<file path="src/rtl/uart_rx_fifo.sv">
// uart_rx_fifo: receive-side byte buffer downstream of the UART receiver.
// Captures each completed receiver byte into a DEPTH-entry circular FIFO,
// releases the receiver with a one-cycle rx_rdy_clr pulse, and presents
// buffered bytes on a first-word-fall-through valid/ready stream.
// Optional feature macro: UART_RX_FIFO_OVERRUN_EN enables the sticky overrun flag.
module uart_rx_fifo #(
    parameter int DEPTH = 16
) (
    input  logic                       clk,
    input  logic                       rst_n,
    input  logic                       rx_rdy,
    input  logic [7:0]                 rx_data,
    output logic                       rx_rdy_clr,
    output logic [7:0]                 m_data,
    output logic                       m_valid,
    input  logic                       m_ready,
    output logic [$clog2(DEPTH):0]     level,
    output logic                       overrun,
    input  logic                       overrun_clr
);

    localparam int AW = $clog2(DEPTH);
    localparam logic [AW:0] FULL_LEVEL = (AW+1)'(DEPTH);

    typedef enum logic {
        IDLE = 1'b0,
        ACK  = 1'b1
    } state_t;

    state_t        state_q;
    state_t        state_d;
    logic [7:0]    mem [DEPTH];
    logic [AW-1:0] wr_ptr;
    logic [AW-1:0] rd_ptr;
    logic          push_req;
    logic          push_ok;
    logic          pop;
    logic          drop;

    // Capture handshake: a byte is taken only from IDLE; ACK lasts one cycle.
    always_comb begin
        // NOTE: every always_comb output gets a default first so no path infers a latch.
        state_d  = IDLE;
        push_req = 1'b0;
        if (state_q == IDLE && rx_rdy) begin
            push_req = 1'b1;
            state_d  = ACK;
        end
    end

    assign pop     = m_valid && m_ready;
    // A full FIFO can still accept when the head leaves on the same edge.
    assign push_ok = push_req && ((level < FULL_LEVEL) || pop);
    assign drop    = push_req && !push_ok;

    // FSM state register; rx_rdy_clr is decoded straight from this flop.
    always_ff @(posedge clk or negedge rst_n) begin
        // NOTE: sequential state uses non-blocking assignments so all flops update together.
        if (!rst_n) begin
            state_q <= IDLE;
        end else begin
            state_q <= state_d;
        end
    end

    assign rx_rdy_clr = (state_q == ACK);

    // Byte storage write port.
    always_ff @(posedge clk) begin
        // NOTE: storage is deliberately not reset; validity is tracked by level alone.
        if (push_ok) begin
            mem[wr_ptr] <= rx_data;
        end
    end

    // Pointers and fill level; push and pop on the same edge leave level unchanged.
    always_ff @(posedge clk or negedge rst_n) begin
        if (!rst_n) begin
            wr_ptr <= '0;
            rd_ptr <= '0;
            level  <= '0;
        end else begin
            if (push_ok) begin
                wr_ptr <= wr_ptr + AW'(1);
            end
            if (pop) begin
                rd_ptr <= rd_ptr + AW'(1);
            end
            if (push_ok && !pop) begin
                level <= level + (AW+1)'(1);
            end else if (pop && !push_ok) begin
                level <= level - (AW+1)'(1);
            end
        end
    end

    assign m_valid = (level != '0);
    assign m_data  = m_valid ? mem[rd_ptr] : 8'h00;

`ifdef UART_RX_FIFO_OVERRUN_EN
    // Sticky overrun flag: a dropped byte wins over a simultaneous clear.
    always_ff @(posedge clk or negedge rst_n) begin
        if (!rst_n) begin
            overrun <= 1'b0;
        end else if (drop) begin
            overrun <= 1'b1;
        end else if (overrun_clr) begin
            overrun <= 1'b0;
        end
    end
`else
    // Overrun reporting disabled: full-FIFO bytes are dropped silently.
    assign overrun = 1'b0;
    logic unused_overrun;
    assign unused_overrun = overrun_clr ^ drop;
`endif

endmodule
</file>
<file path="config.mk">
export PLATFORM = sky130hd
export DESIGN_NAME = uart_rx_fifo
export DESIGN_NICKNAME = d
export VERILOG_FILES = /design/src/rtl/uart_rx_fifo.sv
export SDC_FILE = /design/constraint.sdc
export NUM_CORES = 1
export LEC_CHECK = 0
export ABC_AREA = 0
export BUFFER_PORTS_ARGS = -buffer_cell sky130_fd_sc_hd__buf_2
export CAP_MARGIN = 5
export CORE_MARGIN = 5
export CORE_UTILIZATION = 65
export CTS_CLUSTER_SIZE = 16
export DETAILED_ROUTE_END_ITERATION = 7
export PLACE_DENSITY_LB_ADDON = 0.1
export SYNTH_ARGS = -nofsm -noshare
export SYNTH_HDL_FRONTEND = slang
export SYNTH_SLANG_ARGS = --single-unit
export TNS_END_PERCENT = 50
</file>
<file path="constraint.sdc">
create_clock -name clk -period 4.22 [get_ports clk]
set_input_delay 0.211 -clock clk [delete_from_list [all_inputs] [get_ports clk]]
set_output_delay 0.211 -clock clk [all_outputs]
set_load 0.005 [all_outputs]
</file>
# Word level (Yosys, flattened, before mapping)
# Memory sizes are Yosys's and may differ from the RTL's.
# Cells that the tools add are included.
# W data, S select, Z words.
dict set report classes {
  n_addsub 4
  mul 0
  div 0
  magnitude_cmp 1
  n_eq_ne 0
  shift 0
  muxes 6
  bitwise 1
  reduce_logical 10
}
# operator n
set ops {}
lappend ops {{$mux W5} 2}
lappend ops {{$add A4 B1 Y4 const B} 2}
lappend ops {{$mux W8} 1}
lappend ops {{$add A5 B1 Y5 const B} 1}
lappend ops {{$logic_and A1 B1 Y1} 5}
lappend ops {{$lt A5 B5 Y1 const B} 1}
lappend ops {{$reduce_bool A5 Y1} 1}
lappend ops {{$sub A5 B1 Y5 const B} 1}
lappend ops {{$mux W1} 3}
lappend ops {{$logic_not A1 Y1} 2}
lappend ops {{$reduce_bool A2 Y1} 1}
lappend ops {{$logic_or A1 B1 Y1} 1}
lappend ops {{$not A1 Y1} 1}
dict set report word_totals {
  register_bits 14
  latchBits 0
  ram_bits 128
  rom_bits 0
  in_bits 13
  out_inout_bits 16
  elab_cells 27
  mem_count 1
}
# name depth word_bits read_ports rd_clocked_by_memory_dff wr line
set memory_table {}
lappend memory_table {mem 16 8 1 0 1 32} ;# logic [7:0] mem [DEPTH];

# Longest topological paths before layout
# Gate-level depths: netlist (run 1).
dict set report depth {
  word_depth 8
  depth_mapped 10
  mapped_depth_nobuf 10
}

# Worst setup path after synthesis (run 1)
# Ideal clock, no wire load.
dict set report synth_timing {
  path_kind {flip-flop to flip-flop}
  startpoint {register state_q (netlist: rx_rdy_clr)}
  endpoint {register level[4]}
  setup_time_ps 136
  t_arrival_ps 2259
  t_required_ps 4084
  setup_slack_ps 1824
  stages_incl_launch_ff 9
  n_path_buf 0
  period_less_slack_ps 2396
  path_cell_list {dfrtp_1 -> nor2b_1 -> a21boi_2 -> ha_1 -> inv_1 -> fa_1 -> a21o_1 -> a2111oi_0 -> o31ai_1}
}
dict set report synth_between {
  elab_chain_len 7
  elab_cells_between_ends 9
  classes_between {mux (2); bitwise (1); reduce/logical (6)}
}
# element line
set synth_rtl {}
lappend synth_rtl {{from (decl)} 30} ;# state_t state_q;
lappend synth_rtl {{from (signal assigned)} 62} ;# state_q <= state_d;
lappend synth_rtl {{$not A1 Y1 *} 45} ;# if (state_q == IDLE && rx_rdy) begin
lappend synth_rtl {{$logic_and A1 B1 Y1 *} 45}
lappend synth_rtl {{$mux W1 *} 45}
lappend synth_rtl {{named net push_req} 35} ;# logic push_req;
lappend synth_rtl {{$logic_and A1 B1 Y1 *} 53} ;# assign push_ok = push_req && ((level < FULL_LEVEL) || pop);
lappend synth_rtl {{named net push_ok} 36} ;# logic push_ok;
lappend synth_rtl {{$logic_not A1 Y1} 91} ;# end else if (pop && !push_ok) begin
lappend synth_rtl {{$logic_and A1 B1 Y1} 91}
lappend synth_rtl {{$reduce_bool A2 Y1 (no line)} -}
lappend synth_rtl {{to (signal assigned)} 90} ;# level <= level + (AW+1)'(1);
lappend synth_rtl {{to (signal assigned)} 92} ;# level <= level - (AW+1)'(1);
lappend synth_rtl {{to (decl)} 17} ;# output logic [$clog2(DEPTH):0] level,
# The timed path passes the listed nets; every way through them passes the cells marked *.
# A chain may end at the register's enable or synchronous reset.

# Final worst setup path (run 1)
dict set report layout_timing {
  startpoint {register rd_ptr[1]}
  endpoint {output port m_data[6]}
}
dict set report layout_between {
  elab_chain_len 2
}
# element line
set layout_rtl {}
lappend layout_rtl {{from (decl)} 34} ;# logic [AW-1:0] rd_ptr;
lappend layout_rtl {{from (signal assigned)} 87} ;# rd_ptr <= rd_ptr + AW'(1);
lappend layout_rtl {{$mem_v2 Z16 W8} -}
lappend layout_rtl {{$mux W8} 98} ;# assign m_data = m_valid ? mem[rd_ptr] : 8'h00;
lappend layout_rtl {{to (decl)} 14} ;# output logic [7:0] m_data,
# No other way between the ends.

==> run summary, run 1 <==
Post-CTS Resized: 0
initial antenna violation count: 0
number of global-route vias before repair: 3064
CP max FO: 19
DRT iter0 DRCs: 216
Peak Freq: 302.1 MHz
Vias/cell: 6.255
max-cap viol count: 0
routed len/inst: 23.21 um
Synth warnings: 0
Clock Skew: 0.007492 ns
Synth cell types: 35
crit-path cells: buf_4 > mux4_2 > mux2_2 > o21ai_1 > a21oi_1 > buf_2
mapped cell area: 5856 um^2
Hold Path Class: primary input to register
Area growth, synth to finish: 13.87%
Total Neg Setup Slack: 0 ns
Max Slew Vio Count: 0
Synth Area in Simple Gates: 2.991%
Placer Congestion: 0.7781
share of cells above drive strength 1: 27.40%
fin nets: 364
gr ovfl total: 0
H-tree depth: 4
clock sinks: 142
slowest stage delay, CP: 1.02 ns
xor-xnor portion of the synthesized cell area: 1.346%
# fillers: 503
Die Y: 104.9 um
Critical Path RT: 4.01 ns
Synth Area in Compound Gates: 2.607%
drt pass-1 iters: 5
FP Rows: 34
Starting Density: 66.82%
area of the multi-input gates: 1504 um^2
Ports: 29
x dimension of the die: 104.9 um
CP startpoint kind: register
FF+latch count, synth: 142
first-pass GRT wire length: 17.20 mm
Finish-stage setup viols: 0
RSZ-0062 raised after global routing: no
routed wire length: 10.72 mm
top post-synthesis cells by area: edfxtp_1 (66%), mux4_2 (8.5%), dfrtp_1 (6.0%), mux4_1 (4.5%), ha_1 (1.9%)
Max transition margin: 30.41%
critical path data arrival time: 3.10 ns
FF/Latch Area: 4194 um^2
peak supply drop: 0.4645 mV
core area: 8763 um^2
Synth Net Count: 324
diodes inserted: 0
Pwr Density: 681.6 nW/um^2
mux contribution to synthesized area: 16.41%
Post-DP HPWL: 6.400 mm
largest net degree at the start of global routing: 21
worst reg2reg setup slack: 1.31 ns
post-synthesis adder-cell area fraction: 2.265%
main combinational cell family by area after synthesis: multiplexers
post-synthesis sequential area ratio: 71.62%
Syn Inst Count: 301
WHS: 0.07984 ns
vias: 2890
GRT Overall Usage: 21.37%
clk root buf: clkbuf_8
area leader, netlist: edfxtp_1
slew at the pin closest to its max-slew limit: 1.044 ns
status: finished, final reports clean
total CTS buffers: 17
CP max-delay cell: dfrtp_1
most frequent cells in the layout: edfxtp_1 (128), buf_2 (26), mux4_2 (22)
top cell type's share of synthesized area: 65.64%
CTS clk-pin slew, worst paths: 0.06 ns
CP Capture Type: output port
die area: 11010 um^2
Final Hold Vio Count: 0
leading cell type in the layout, fill and taps excluded: edfxtp_1
leakage power: 0.002314 uW
kind of critical path: register to output port
Antenna Nets Post-Route: 0
Final Cycle Share: 78.44%
post-layout min period: 3.310 ns
DRC violations left: 0
Worst-Skew Late Latency: 0.51 ns
IO Port Bufs: 26
TritonCTS clock tree: yes
clk buf depth: 2
synthesized area per cell: 19.45 um^2
## where the power goes
part	leakage (uW)	switching (uW)	internal, uW	total (uW)
Sequential	0.00132	219	1670	1890
Clock	0.000277	532	930	1460
Combinational	0.000716	552	640	1190
## synthesized netlist by cell type
cell	count
a2111oi_0	1
nor2b_1	1
nand3_1	2
buf_12	1
and3_1	1
xnor2_1	8
nor2_1	13
nand4_1	1
xor2_1	1
buf_4	6
buf_1	1
dfrtp_1	14
buf_8	1
mux4_1	10
conb_1	1
fa_1	1
clkbuf_8	1
a21boi_2	1
o31ai_1	1
clkbuf_1	2
nor3_1	8
edfxtp_1	128
o21ai_0	8
buf_6	2
buf_2	3
mux2_2	10
inv_1	4
nand2_1	12
mux2i_1	9
o21ai_1	4
mux4_2	22
ha_1	9
nand2b_1	2
a21o_1	2
a21oi_1	10
## critical path, delay by kind of cell, from the launching register on
kind	cells	cell delay, ns
buf+inv	2	0.53
flops	1	1.02
mux	2	0.83
compound gates	2	0.20
## path summary, 6_finish.rpt
path                            startpoint    endpoint  depth (start not counted)
worst max-delay path             rd_ptr[1]   m_data[6]                          6
worst min-delay path            rx_data[6]  mem[12][6]                          1
worst max register to register    level[0]    level[4]                          9
worst min register to register  rx_rdy_clr  rx_rdy_clr                          1
max in group asynchronous            rst_n   wr_ptr[3]                          2
min in group asynchronous            rst_n   wr_ptr[1]                          2
## what timing repair did
action,CTS,global route
hold buffers,3,0
hold endpoints to repair,16,0
setup buffers,0,0
## through the flow
stage	power (uW)	instances	utilization (%)	cell area (um^2)	setup WS (ns)
3_3_place_gp	3087	427	68.99	6046	1.414
4_1_cts	4580	462	76.09	6668	0.8748
2_1_floorplan	2795	301	-	5856	1.824
3_5_place_dp	3109	427	68.99	6046	1.381
5_1_grt	4785	462	76.09	6668	0.7328
6_report	4544	462	76.09	6668	0.9099
## flip-flops by register name (all words and copies together) (netlist names)
| register | cells |
|---|---|
| rd_ptr | 4 |
| wr_ptr | 4 |
| rx_rdy_clr | 1 |
| mem | 128 |
| level | 5 |
## layout make-up
cell class / count / area share, %
clock buffers: 22 / 6.793
flip-flops and latches: 142 / 62.90
inverters: 4 / 0.2252
repair buffers: 38 / 3.415
multi-input cells: 138 / 22.56
well taps: 108 / 2.027
clock inverters: 10 / 2.083
## logic make-up after synthesis
group                      after synthesis
DFF                                    142
xor gates and xnor gates                 9
muxes                                   51
adders and majority gates               10
other                                    1
AOI/OAI and AO/OA                       27
and+or+nand+nor                         40
buffers and inverters                   21
## metal layers
layer	wire, um	track usage, %
met1	4326	28.36
met2	5545	34.94
met3	742	6.412
met4	109	5.936
met5	0	0
Power figures use the tool's default switching activity.
==> inputs of run 2 (changes only) <==
--- a/config.mk
+++ b/config.mk
@@ -5,11 +5,11 @@
 export SDC_FILE = /design/constraint.sdc
 export NUM_CORES = 1
 export LEC_CHECK = 0
-export ABC_AREA = 0
+export ABC_AREA = 1
 export BUFFER_PORTS_ARGS = -buffer_cell sky130_fd_sc_hd__buf_2
 export CAP_MARGIN = 5
 export CORE_MARGIN = 5
-export CORE_UTILIZATION = 65
+export CORE_UTILIZATION = 61
 export CTS_CLUSTER_SIZE = 16
 export DETAILED_ROUTE_END_ITERATION = 7
 export PLACE_DENSITY_LB_ADDON = 0.1
==> constraint.sdc (replaced) <==
create_clock -name clk -period 3.4 [get_ports clk]
set_input_delay 0.17 -clock clk [delete_from_list [all_inputs] [get_ports clk]]
set_output_delay 0.17 -clock clk [all_outputs]
set_load 0.005 [all_outputs]
==> run summary, run 2 <==
share of cells above drive strength 1: 12.32%
worst hold stages: 1
max-cap viol count: 0
CP max FO: 36
PnR worst setup slack: 0.7203 ns
R2R Path End: level[4]
number of global-route vias before repair: 3782
Post-synth EDFFs: 128
post-layout min period: 2.680 ns
area leader, netlist: edfxtp_1
mapped cell area: 6028 um^2
gr ovfl total: 0
top cell type's share of synthesized area: 63.76%
Clk pwr share: 30.3%
Starting Density: 62.25%
Placer Congestion: 0.9129
internal power: 3832 uW
TritonCTS clock tree: yes
initial antenna violation count: 0
DP Worst Slack: 1.049 ns
status: finished, final reports clean
worst reg2reg setup slack: 1.02 ns
fin cells: 701
Ports: 29
Cells after DPL: 666
Flop pwr share: 37.6%
first-pass GRT wire length: 20.07 mm
Clock Skew: 0.01300 ns
Die Y: 109.4 um
Top FF cell, synth: edfxtp_1
RSZ-0062 raised after global routing: no
worst r2r src: level[1]
Worst Reg-to-Reg Cells: 12
clk root buf: clkbuf_8
instance area after placement: 6190 um^2
Area growth, synth to finish: 12.91%
Vias/cell: 5.589
Syn Inst Count: 529
Hold Path Class: primary input to register
WHS: 0.04544 ns
peak supply drop: 0.4721 mV
FP Rows: 36
routed wire length: 12.66 mm
IO Port Bufs: 26
Pwr Density: 876.3 nW/um^2
Finish-stage setup viols: 0
DRT iter0 DRCs: 344
post-synthesis sequential area ratio: 69.57%
CTS clk-pin slew, worst paths: 0.06 ns
core area: 9684 um^2
Final Cycle Share: 78.81%
H-tree depth: 4
asr flop ratio synth: 9.859%
fin area: 6807 um^2
Critical Path RT: 3.23 ns
Post-CTS Setup Inserts: 0
Synth Net Count: 552
x dimension of the die: 109.4 um
fin nets: 578
leakage power: 0.002648 uW
Max transition margin: 19.73%
die area: 11970 um^2
drt pass-1 iters: 5
Worst-Skew Late Latency: 0.52 ns
diodes inserted: 0
Largest register FFs: 128
vias: 3918
Regs by FF count: mem: 128 flops, level: 5 flops
largest net degree at the start of global routing: 67
top post-synthesis cells by area: edfxtp_1 (64%), nand2_1 (11%), nand3_1 (8.4%), dfrtp_1 (5.8%), ha_1 (1.9%)
leading cell type in the layout, fill and taps excluded: nand2_1
FF+latch count, synth: 142
kind of critical path: register to output port
Gate power share: 32.1%
CP Capture Type: output port
synthesized area per cell: 11.40 um^2
Synth warnings: 0
most frequent cells in the layout: nand2_1 (184), edfxtp_1 (128), nand3_1 (101)
Final Hold Vio Count: 0
commonest cells in the netlist: nand2_1 (184), edfxtp_1 (128), nand3_1 (101)
Synth cell types: 23
GRT Overall Usage: 23.66%
Largest Register: mem
clock sinks: 142
DRC violations left: 0
hold path endpoint: mem[7][7]
switching power: 2133 uW
Min-Delay Startpoint: rx_data[7]
routed len/inst: 18.05 um
most common cell in the netlist: nand2_1
Peak Freq: 373.2 MHz
critical path data arrival time: 2.51 ns
Max Slew Vio Count: 0
slew at the pin closest to its max-slew limit: 1.195 ns
total CTS buffers: 17
CP startpoint kind: register
Antenna Nets Post-Route: 0
Total Neg Setup Slack: 0 ns
clk buf depth: 2
switch share: 35.76%
Post-DP HPWL: 7.682 mm
[run 2: cell types whose count changed in the layout (fill, tap and decap cells not counted), sizes merged, moves of 7 or more]
cell	before	now
o21ai	12	2
mux2i	9	0
nand2	12	184
nand3	2	101
xnor2	8	1
inv	4	20
mux4	32	0
xor2	1	9
mux2	10	0
[run 2: how the worst max path moves through the flow]
stage                     slack, ns         to       from  cells past startpoint
after floorplan                1.28   level[4]   level[1]                     12
after global placement         1.09   level[4]   level[1]                     12
after detailed placement       1.05   level[4]   level[1]                     12
after CTS                      0.72  m_data[7]  rd_ptr[0]                      9
after global routing           0.53  m_data[7]  rd_ptr[0]                      9
final                          0.72  m_data[3]  rd_ptr[0]                      9
[run 2: power by group through the flow]
stage	clock network, uW	logic, uW	registers (uW)
6_report	1810	1910	2250
3_5_place_dp	0	1900	2280
3_3_place_gp	0	1860	2270
5_1_grt	1920	2170	2270
2_1_floorplan	0	1460	2190
4_1_cts	1830	1920	2240
[run 2: kinds of logic after synthesis]
family | share of synthesized area [%]
AOI/OAI and AO/OA | 1.162
xor gates and xnor gates | 1.453
adders and majority gates | 2.200
buffers and inverters | 4.151
DFF | 69.57
other | 0.06221
and+or+nand+nor | 21.40
[run 2: timing repair]
item,4_1_cts,5_1_grt
gates resized for setup,0,0
endpoints found under the hold margin,17,0
hold buffers,3,0
[run 2: metal layers]
metal / track usage (%) / routed length, um / up-vias
met4: 8.994 / 319 / 0
met2: 37.31 / 6167 / 144
met3: 5.402 / 830 / 28
met5: 0 / 0 / -
li1: - / - / 1872
met1: 32.41 / 5337 / 1874
[run 2: through the flow]
step / utilization, % / power (uW)
6_report: 70.28 / 5965
5_1_grt: 70.28 / 6355
4_1_cts: 70.28 / 5987
3_5_place_dp: 63.91 / 4174
3_3_place_gp: 63.91 / 4127
2_1_floorplan: - / 3651
[run 2: critical path, cell delays in order (launching register included)]
cell	delay (ns)
dfrtp_2	0.40
inv_2	0.50
buf_12	0.27
nand2_1	0.08
nand3_1	0.07
nand3_1	0.14
nand2_1	0.11
nand2_1	0.05
a21oi_1	0.20
buf_2	0.15
[run 2: cell type report]
class	instances	area (um^2)
flip-flops and latches	142	4195
fillers	721	2878
inverters	19	71.32
multi-input cells	342	1584
repair buffers	33	202.7
clock inverters	14	168.9
well taps	133	166.4
clock buffers	18	417.9
==> inputs of run 3 (changes only) <==
==> constraint.sdc (replaced) <==
create_clock -name clk -period 2.5 [get_ports clk]
set_input_delay 0.125 -clock clk [delete_from_list [all_inputs] [get_ports clk]]
set_output_delay 0.125 -clock clk [all_outputs]
set_load 0.005 [all_outputs]
==> run summary, run 3 (synthesized netlist as in run 2, its figures left out) <==
Hold Path Class: primary input to register
drt pass-1 iters: 5
Peak Freq: 426.4 MHz
routed wire length: 13.02 mm
DRT iter0 DRCs: 399
number of global-route vias before repair: 3913
core area: 9684 um^2
CP Capture Type: output port
Starting Density: 62.25%
instance area after placement: 6315 um^2
Total Neg Setup Slack: 0 ns
clock sinks: 142
gr ovfl total: 0
IO Port Bufs: 26
Regs by FF count: mem: 128 flops, level: 5 flops
Die Y: 109.4 um
Final Hold Vio Count: 0
Worst Reg-to-Reg Cells: 12
fin nets: 593
worst hold stages: 1
Finish-stage setup viols: 0
leakage power: 0.002749 uW
max-cap viol count: 0
post-layout min period: 2.345 ns
initial antenna violation count: 0
R2R Path End: level[4]
DRC violations left: 0
Max Slew Vio Count: 0
kind of critical path: register to output port
Antenna Nets Post-Route: 0
Pwr Density: 1201 nW/um^2
x dimension of the die: 109.4 um
Largest register FFs: 128
leading cell type in the layout, fill and taps excluded: nand2_1
Clock Skew: 0.008844 ns
CP max FO: 31
diodes inserted: 0
Vias/cell: 5.571
GRT Overall Usage: 24.12%
Placer Congestion: 0.9110
first-pass GRT wire length: 20.83 mm
Min-Delay Startpoint: rx_data[1]
routed len/inst: 18.18 um
Max transition margin: 51.34%
hold path endpoint: mem[7][1]
most frequent cells in the layout: nand2_1 (184), edfxtp_1 (128), nand3_1 (101)
Largest Register: mem
Post-CTS Setup Inserts: 0
Final Cycle Share: 93.81%
TritonCTS clock tree: yes
Post-DP HPWL: 7.953 mm
vias: 3989
final core utilization: 72.16%
Critical Path RT: 2.38 ns
Area growth, synth to finish: 15.92%
worst r2r src: level[1]
slew at the pin closest to its max-slew limit: 0.7273 ns
critical path data arrival time: 2.22 ns
share of cells above drive strength 1: 14.75%
largest net degree at the start of global routing: 67
RSZ-0062 raised after global routing: no
DP Worst Slack: 0.3003 ns
peak supply drop: 0.7014 mV
die area: 11970 um^2
clk root buf: clkbuf_8
H-tree depth: 4
Worst-Skew Late Latency: 0.52 ns
clk buf depth: 2
PnR worst setup slack: 0.1548 ns
CTS clk-pin slew, worst paths: 0.06 ns
Ports: 29
total CTS buffers: 17
worst reg2reg setup slack: 0.27 ns
fin area: 6988 um^2
CP startpoint kind: register
FP Rows: 36
# fillers: 694
status: finished, final reports clean
==> run 3: cell types whose count changed in the layout (fill, tap and decap cells not counted), sizes merged <==
cell / previous run / this run
inv: 20 / 19
clkinv: 8 / 7
buf: 30 / 45
bufinv: 3 / 5
==> run 3: how the worst max path moves through the flow <==
stage / start / to / slack (ns) / cells after the start
after floorplan: level[1] / level[4] / 0.38 / 12
after global placement: level[1] / level[4] / 0.34 / 12
after detailed placement: level[1] / level[4] / 0.30 / 12
after CTS: rd_ptr[0] / m_data[7] / 0.03 / 9
after global routing: level[1] / level[4] / 0.02 / 12
final: rd_ptr[0] / m_data[7] / 0.15 / 9
==> run 3: layer usage <==
metal  GRT usage [%]  share of wire [%]  vias to the layer above  routed length, um
met1           33.58                 41                     1913               5384
met3           5.402                7.1                       21                920
met5               0                  0                        -                  0
met2           38.40                 50                      152               6468
met4           7.480                1.9                        0                243
li1                -                  -                     1903                  -
==> run 3: critical path, stage by stage (launching register included) <==
cell and delay [ns]:
dfrtp_2 0.43, clkinv_2 0.21, buf_12 0.23, nand2_1 0.07
nand3_1 0.11, nand3_1 0.10, nand2_1 0.12, nand2_1 0.06
a21oi_1 0.21, buf_2 0.15
==> run 3: final cells by class <==
cell class / instances / area, um^2 / share of cell area (%)
Tap cell: 133 / 166.4 / 2.381
Clock buffer: 18 / 417.9 / 5.980
Inverter: 19 / 76.32 / 1.092
Clock inverter: 14 / 214.0 / 3.062
Timing Repair Buffer: 48 / 331.6 / 4.745
Multi-Input combinational cell: 342 / 1584 / 22.67
Sequential cell: 142 / 4198 / 60.07
==> run 3: timing repair <==
action                                 in CTS  in global routing
setup endpoints to repair                   2                  6
pin swaps                                   0                  0
endpoints found under the hold margin      17                  0
cloned                                      0                  0
hold buffers                                3                  0
gates resized for setup                     1                  5
==> run 3: stage by stage <==
stage	std cells	hold WS (ns)	power [uW]
global route	716	0.006701	8914
floorplan	529	-0.1706	4965
finish	716	0.01062	8394
CTS	716	0.01228	8406
global placement	681	0.04465	5687
detailed placement	681	0.04488	5742
==> run 3: power breakdown <==
part / switching, uW / internal (uW) / leakage, uW
combinational: 1740 / 924 / 0.00113
clock: 935 / 1720 / 0.000303
sequential: 240 / 2830 / 0.00132
